==> src/rtl/fractal_frame_controller.sv <==
// fractal_frame_controller
// Holds software-written shadow parameters for fractal_generator and applies
// them atomically at output frame boundaries. A geometry change re-runs the
// generator reset pulse; otherwise the Julia constant can be animated per frame.
// Frame boundaries are found by counting pixels and lines on the output stream.
module fractal_frame_controller #(
  parameter int DEF_WIDTH    = 640,
  parameter int DEF_HEIGHT   = 480,
  parameter int RESET_CYCLES = 16
) (
  input  logic        clk,
  input  logic        resetn,
  input  logic        cfg_wr_valid,
  output logic        cfg_wr_ready,
  input  logic [3:0]  cfg_wr_addr,
  input  logic [31:0] cfg_wr_data,
  input  logic        cfg_commit,
  input  logic        s_tvalid,
  input  logic        s_tuser,
  input  logic        s_tlast,
  output logic        gen_resetn,
  output logic [15:0] width_out,
  output logic [15:0] height_out,
  output logic [31:0] cr_out,
  output logic [31:0] ci_out,
  output logic [31:0] dx_out,
  output logic [31:0] dy_out,
  output logic [31:0] x0_out,
  output logic [31:0] y0_out,
  output logic        commit_pending,
  output logic [31:0] frame_count
);

  localparam int CNT_W = (RESET_CYCLES > 2) ? $clog2(RESET_CYCLES) : 1;
  localparam logic [CNT_W-1:0] RST_LAST = CNT_W'(RESET_CYCLES - 1);

  localparam logic [3:0] ADDR_GEOM = 4'd0;
  localparam logic [3:0] ADDR_CR   = 4'd1;
  localparam logic [3:0] ADDR_CI   = 4'd2;
  localparam logic [3:0] ADDR_DX   = 4'd3;
  localparam logic [3:0] ADDR_DY   = 4'd4;
  localparam logic [3:0] ADDR_X0   = 4'd5;
  localparam logic [3:0] ADDR_Y0   = 4'd6;
  localparam logic [3:0] ADDR_DCR  = 4'd7;
  localparam logic [3:0] ADDR_DCI  = 4'd8;
  localparam logic [3:0] ADDR_CTRL = 4'd9;

  typedef enum logic {
    ST_GEN_RST = 1'b0,
    ST_RUN     = 1'b1
  } state_t;

  // One full parameter set; shadow and active copies share this layout so a
  // commit is a single struct copy.
  typedef struct packed {
    logic [15:0] width;
    logic [15:0] height;
    logic [31:0] cr;
    logic [31:0] ci;
    logic [31:0] dx;
    logic [31:0] dy;
    logic [31:0] x0;
    logic [31:0] y0;
    logic [31:0] dcr;
    logic [31:0] dci;
    logic        anim;
  } param_t;

  localparam param_t PARAM_RST = '{
    width:  16'(DEF_WIDTH),
    height: 16'(DEF_HEIGHT),
    cr:     32'd0,
    ci:     32'd0,
    dx:     32'd0,
    dy:     32'd0,
    x0:     32'd0,
    y0:     32'd0,
    dcr:    32'd0,
    dci:    32'd0,
    anim:   1'b0
  };

  state_t           state_r, state_s;
  logic [CNT_W-1:0] rst_cnt_r, rst_cnt_s;
  logic [15:0]      pix_r, pix_s;
  logic [15:0]      line_r, line_s;
  logic             pending_r, pending_s;
  logic             ready_r, ready_s;
  logic             gen_r, gen_s;
  logic [31:0]      fc_r, fc_s;
  param_t           sh_r, sh_s;
  param_t           act_r, act_s;

  logic             wr_fire_s;
  logic             commit_ok_s;
  logic             sync_err_s;
  logic [15:0]      pix_eff_s;
  logic [15:0]      line_eff_s;
  logic             frame_end_s;
  logic             geom_change_s;

  // A write lands only while the handshake is open; a commit opens a pending window.
  assign wr_fire_s   = cfg_wr_valid && ready_r;
  assign commit_ok_s = cfg_commit && (state_r == ST_RUN) && !pending_r;

  // A frame_start beat away from line 0 pixel 0 abandons the current frame and
  // is taken as pixel 0 of a fresh one.
  assign sync_err_s    = (state_r == ST_RUN) && s_tvalid && s_tuser &&
                         ((pix_r != 16'd0) || (line_r != 16'd0));
  assign pix_eff_s     = sync_err_s ? 16'd0 : pix_r;
  assign line_eff_s    = sync_err_s ? 16'd0 : line_r;
  assign frame_end_s   = (state_r == ST_RUN) && s_tvalid && s_tlast &&
                         (line_eff_s == (act_r.height - 16'd1));
  assign geom_change_s = {sh_r.height, sh_r.width} != {act_r.height, act_r.width};

  // Next-state, stream counters, commit/apply/animate and shadow writes.
  always_comb begin
    state_s   = state_r;
    rst_cnt_s = rst_cnt_r;
    pix_s     = pix_r;
    line_s    = line_r;
    pending_s = pending_r;
    fc_s      = fc_r;
    gen_s     = gen_r;
    sh_s      = sh_r;
    act_s     = act_r;

    case (state_r)
      ST_GEN_RST: begin
        pix_s  = 16'd0;
        line_s = 16'd0;
        if (rst_cnt_r == RST_LAST) begin
          state_s   = ST_RUN;
          rst_cnt_s = CNT_W'(0);
          gen_s     = 1'b1;
        end else begin
          rst_cnt_s = rst_cnt_r + CNT_W'(1);
          gen_s     = 1'b0;
        end
      end
      ST_RUN: begin
        gen_s = 1'b1;
        if (s_tvalid) begin
          if (s_tlast) begin
            pix_s  = 16'd0;
            line_s = frame_end_s ? 16'd0 : (line_eff_s + 16'd1);
          end else begin
            pix_s  = pix_eff_s + 16'd1;
            line_s = line_eff_s;
          end
        end else begin
          pix_s  = pix_r;
        end
        if (commit_ok_s) begin
          pending_s = 1'b1;
        end else begin
          pending_s = pending_r;
        end
        if (frame_end_s) begin
          if (pending_r) begin
            act_s     = sh_r;
            pending_s = 1'b0;
            if (geom_change_s) begin
              fc_s      = 32'd0;
              state_s   = ST_GEN_RST;
              rst_cnt_s = CNT_W'(0);
              gen_s     = 1'b0;
              pix_s     = 16'd0;
              line_s    = 16'd0;
            end else begin
              fc_s = fc_r + 32'd1;
            end
          end else begin
            fc_s = fc_r + 32'd1;
            if (act_r.anim) begin
              act_s.cr = act_r.cr + act_r.dcr;
              act_s.ci = act_r.ci + act_r.dci;
            end else begin
              act_s = act_r;
            end
          end
        end else begin
          fc_s = fc_r;
        end
      end
      default: begin
        state_s   = ST_GEN_RST;
        rst_cnt_s = CNT_W'(0);
        gen_s     = 1'b0;
      end
    endcase

    if (wr_fire_s) begin
      case (cfg_wr_addr)
        ADDR_GEOM: begin
          sh_s.height = cfg_wr_data[31:16];
          sh_s.width  = cfg_wr_data[15:0];
        end
        ADDR_CR:   sh_s.cr   = cfg_wr_data;
        ADDR_CI:   sh_s.ci   = cfg_wr_data;
        ADDR_DX:   sh_s.dx   = cfg_wr_data;
        ADDR_DY:   sh_s.dy   = cfg_wr_data;
        ADDR_X0:   sh_s.x0   = cfg_wr_data;
        ADDR_Y0:   sh_s.y0   = cfg_wr_data;
        ADDR_DCR:  sh_s.dcr  = cfg_wr_data;
        ADDR_DCI:  sh_s.dci  = cfg_wr_data;
        ADDR_CTRL: sh_s.anim = cfg_wr_data[0];
        default:   sh_s      = sh_r;
      endcase
    end else begin
      sh_s = sh_r;
    end

    ready_s = (state_s == ST_RUN) && !pending_s;
  end

  // State and output registers with synchronous active-low reset.
  always_ff @(posedge clk) begin
    if (!resetn) begin
      state_r   <= ST_GEN_RST;
      rst_cnt_r <= CNT_W'(0);
      pix_r     <= 16'd0;
      line_r    <= 16'd0;
      pending_r <= 1'b0;
      ready_r   <= 1'b0;
      gen_r     <= 1'b0;
      fc_r      <= 32'd0;
      sh_r      <= PARAM_RST;
      act_r     <= PARAM_RST;
    end else begin
      state_r   <= state_s;
      rst_cnt_r <= rst_cnt_s;
      pix_r     <= pix_s;
      line_r    <= line_s;
      pending_r <= pending_s;
      ready_r   <= ready_s;
      gen_r     <= gen_s;
      fc_r      <= fc_s;
      sh_r      <= sh_s;
      act_r     <= act_s;
    end
  end

  assign cfg_wr_ready   = ready_r;
  assign gen_resetn     = gen_r;
  assign commit_pending = pending_r;
  assign frame_count    = fc_r;
  assign width_out      = act_r.width;
  assign height_out     = act_r.height;
  assign cr_out         = act_r.cr;
  assign ci_out         = act_r.ci;
  assign dx_out         = act_r.dx;
  assign dy_out         = act_r.dy;
  assign x0_out         = act_r.x0;
  assign y0_out         = act_r.y0;

endmodule

==> config.mk <==
export PLATFORM = sky130hd
export DESIGN_NAME = fractal_frame_controller
export DESIGN_NICKNAME = d
export VERILOG_FILES = /design/src/rtl/fractal_frame_controller.sv
export SDC_FILE = /design/constraint.sdc
export NUM_CORES = 2
export LEC_CHECK = 0
export ABC_AREA = 0
export CAP_MARGIN = 10
export CORE_ASPECT_RATIO = 0.8
export CORE_MARGIN = 8
export CORE_UTILIZATION = 30
export CTS_CLUSTER_SIZE = 20
export DETAILED_ROUTE_END_ITERATION = 12
export GPL_TIMING_DRIVEN = 0
export PLACE_DENSITY = 0.54
export REMOVE_ABC_BUFFERS = 1
export SETUP_SLACK_MARGIN = 0.2
export SLEW_MARGIN = 5
export SYNTH_ARGS = -nofsm -noshare
export SYNTH_HDL_FRONTEND = slang
export SYNTH_SLANG_ARGS = --single-unit
==> constraint.sdc <==
create_clock -name clk -period 3.66 [get_ports clk]
set_input_delay 0.732 -clock clk [delete_from_list [all_inputs] [get_ports clk]]
set_output_delay 0.732 -clock clk [all_outputs]
set_load 0.005 [all_outputs]
==> results.md <==
- Drt first pass iters: 5
- Slew @ Worst Pin: 1040 ps
- Die width: about 370 um
- Critical Path Source: height_out[7]
- Clock slew at reported path FFs: 70 ps
- Commonest non-fill, non-tap cell in the layout: nand2_1
- Detailed placement HPWL: around 68000 um
- Violated checks: setup timing
- Ys async rst share: 0%
- Clk_lat worst skew: 630 ps
- Syn_area_per_cell: 7.67 um2
- Max-slew violations: 0
- Die Height: 299 um
- Minimum clock period after layout: approximately 4000 ps
- Share of cells above drive strength 1: 22.3%
- Core area: roughly 100000 um2
- Critical path class: reg2reg
- Synth warn: 0
- Largest net degree at the start of global routing: between 150 and 200
- Status: finished, violations left
- Die ar.: 110000 um2
- CP Max Fanout: 8
- CP Launch Type: register
- Initial antenna violation count: 4
- Synth-to-Final Area Change: 34.9%
- R2r startpoint: height_out[7]
- Synth Instances: 3909
- Register area share after synthesis: 43.3%
- Hold Path Class: reg2reg
- Detailed-route DRC error count: 0
- Setup WS post-layout: -326 ps
- First-pass GRT wire length: roughly 160000 um
- Final Core Density: 40.9%
- GPL Wtd Cong: 0.816
- Congestion Overflow GR: 0
- Top FF cell, synth: dfxtp_1
- Clock buffer count from CTS: 75
- H-tree lvl count: 3
- Static Leak: roughly 0.016 uW
- Clock Skew: 30.3 ps
- Start point of the worst hold path: sh_r[176]
- Normalized max-slew margin: 30.5%
- RSZ-0062 raised after global routing: yes
- Final Hold Vio Count: 0
- Worst Path Arrival: about 4500 ps
- Cts hold-fix bufs: 0
- Antenna Nets Post-Route: 0
- Worst hold slack: about 450 ps
- # rows: roughly 100
- Pwr dens: 380 nW/um2
- Initial DRC Count: 2044
- Nets: 4102
- Top Ports: 302
- Clock Tree Root: clkbuf_16
- Worst path required time: 4200 ps
- Synth unique cells: 77
- F_max: 0.251 GHz
- Peak supply drop: ~0.00033 V
- Wirelength, routed: 116000 um
- Maximum clock path buffer count: 3
- # Max-Cap Violations: 0
- Mapped cell area: 30000 um2
- Final setup fails: about 350
- Initial Util: 30.3%
- Sink Count: 649
- Register bit total from synthesis: 649
- Via density: 5.07
- Tcrit/Tclk final: 109%
- Via count: 27201
- GRT Overall Usage: approximately a fifth
- Wirelength per Cell: between 20 and 25 um
- CTS tree: done
- Vias in the first global route: 24900
- Number of synthesized flops with an enable pin: 0
- Most frequent cells in the layout: 862 x nand2_1, 630 x dfxtp_1, 433 x a21oi_1
- CP endpoint kind: register
- Port bufs: 301
## power breakdown
| group | switching (uW) | internal, uW |
|---|---|---|
| clock | 3220 | 4730 |
| sequential | 2.68 | 7060 |
| combinational | 299 | 70.1 |
| total | 3520 | 11900 |
## final cells by class
type / instances / area, um2
Fill cell: 9779 / 58400
Multi-Input combinational cell: 2739 / 17000
Sequential cell: 649 / 13000
Timing Repair Buffer: 484 / 6030
Clock buffer: 102 / 2160
Tap cell: 1312 / 1640
Clock inverter: 32 / 420
Inverter: 41 / 161
Antenna cell: 3 / 7.51
## through the flow
stage                     TNS (ps)  power [uW]  setup slack, ps  cells  cell area [um2]
after global placement    -7677620        7550           -14170   5027            31800
final                       -83450       15400             -326   5362            40400
after global routing       -118760       15900             -430   5360            40400
after CTS                   -95140       15500             -323   5287            36700
after floorplan           -3011320        7320            -5790   3414            27100
after detailed placement   -845560        7560            -2680   5071            32700
## cell usage after synthesis (all sizes together), types with 6 or more instances
cell    instances  share of area (%)
buf           282                6.9
dfxtp         649                 43
nor3b           7               0.18
or4            16               0.41
nor2b          13               0.27
o211a          13               0.43
or3            21               0.47
and3           16               0.33
nand3          82                1.4
a21o           20               0.50
a22oi           8               0.20
nand4          20               0.42
o31ai          13               0.33
ha             67                2.8
clkbuf        213                2.7
a31oi          19               0.40
a211oi         32               0.80
o21ai          94                1.6
o21bai          6               0.15
xor2           74                2.2
and2           19               0.40
o21a           12               0.30
nand2b         14               0.29
nor2          173                2.2
o31a            6               0.18
mux2i          19               0.63
xnor2          40                1.2
inv            40               0.50
nand2        1149                 14
o211ai         16               0.40
nor4           26               0.61
a21oi         623                 10
nor3           33               0.55
o22ai           6               0.13
## per-layer routing
metal | track usage [%] | up-vias | routed length [um]
met5 | 0 | - | 0
met1 | 26.4 | 13122 | 53500
met4 | 4.75 | 0 | 3040
met3 | 5.66 | 171 | 10000
li1 | - | 13089 | -
met2 | 28.8 | 819 | 49900
## critical path, cell delays in order (launching register included)
cell	delay [ps]
dfxtp_4	350
or4_4	560
buf_6	140
or3_4	330
or3_4	340
a2111o_1	360
o211ai_1	160
nand2_2	150
nor4_4	360
buf_4	180
and2_4	320
buf_12	220
buf_16	190
nand2_2	80
a21oi_2	120
## cell families after synthesis
family	Yosys count	synth area share (%)
buffers and inverters	536	10.1
DFF	649	43.3
muxes	23	0.785
and+or+nand+nor	1609	22.5
AOI/OAI and AO/OA	907	16.9
adders and majority gates	69	2.93
xor gates and xnor gates	116	3.49
## state kept, by name (all words and copies together), names as in the netlist, 32 cells and up
name         flops
dy_out          32
sh_r           289
x0_out          32
act_r           65
frame_count     32
y0_out          32
ci_out          32
dx_out          32
cr_out          32
## timing repair
action,in CTS,in global routing
resized for setup,100,746
endpoints found under the setup margin,360,360
setup buffers,49,38
pin swaps,43,393
cloned,33,34
## final timing paths
path	to	depth (start not counted)	slack, ps
hold reg to reg	dx_out[15]	2	450
hold / removal	dx_out[15]	2	450
setup / recovery	y0_out[17]	14	-330
setup reg to reg	y0_out[17]	14	-330
Note: power is estimated with default switching activity, not from simulation.
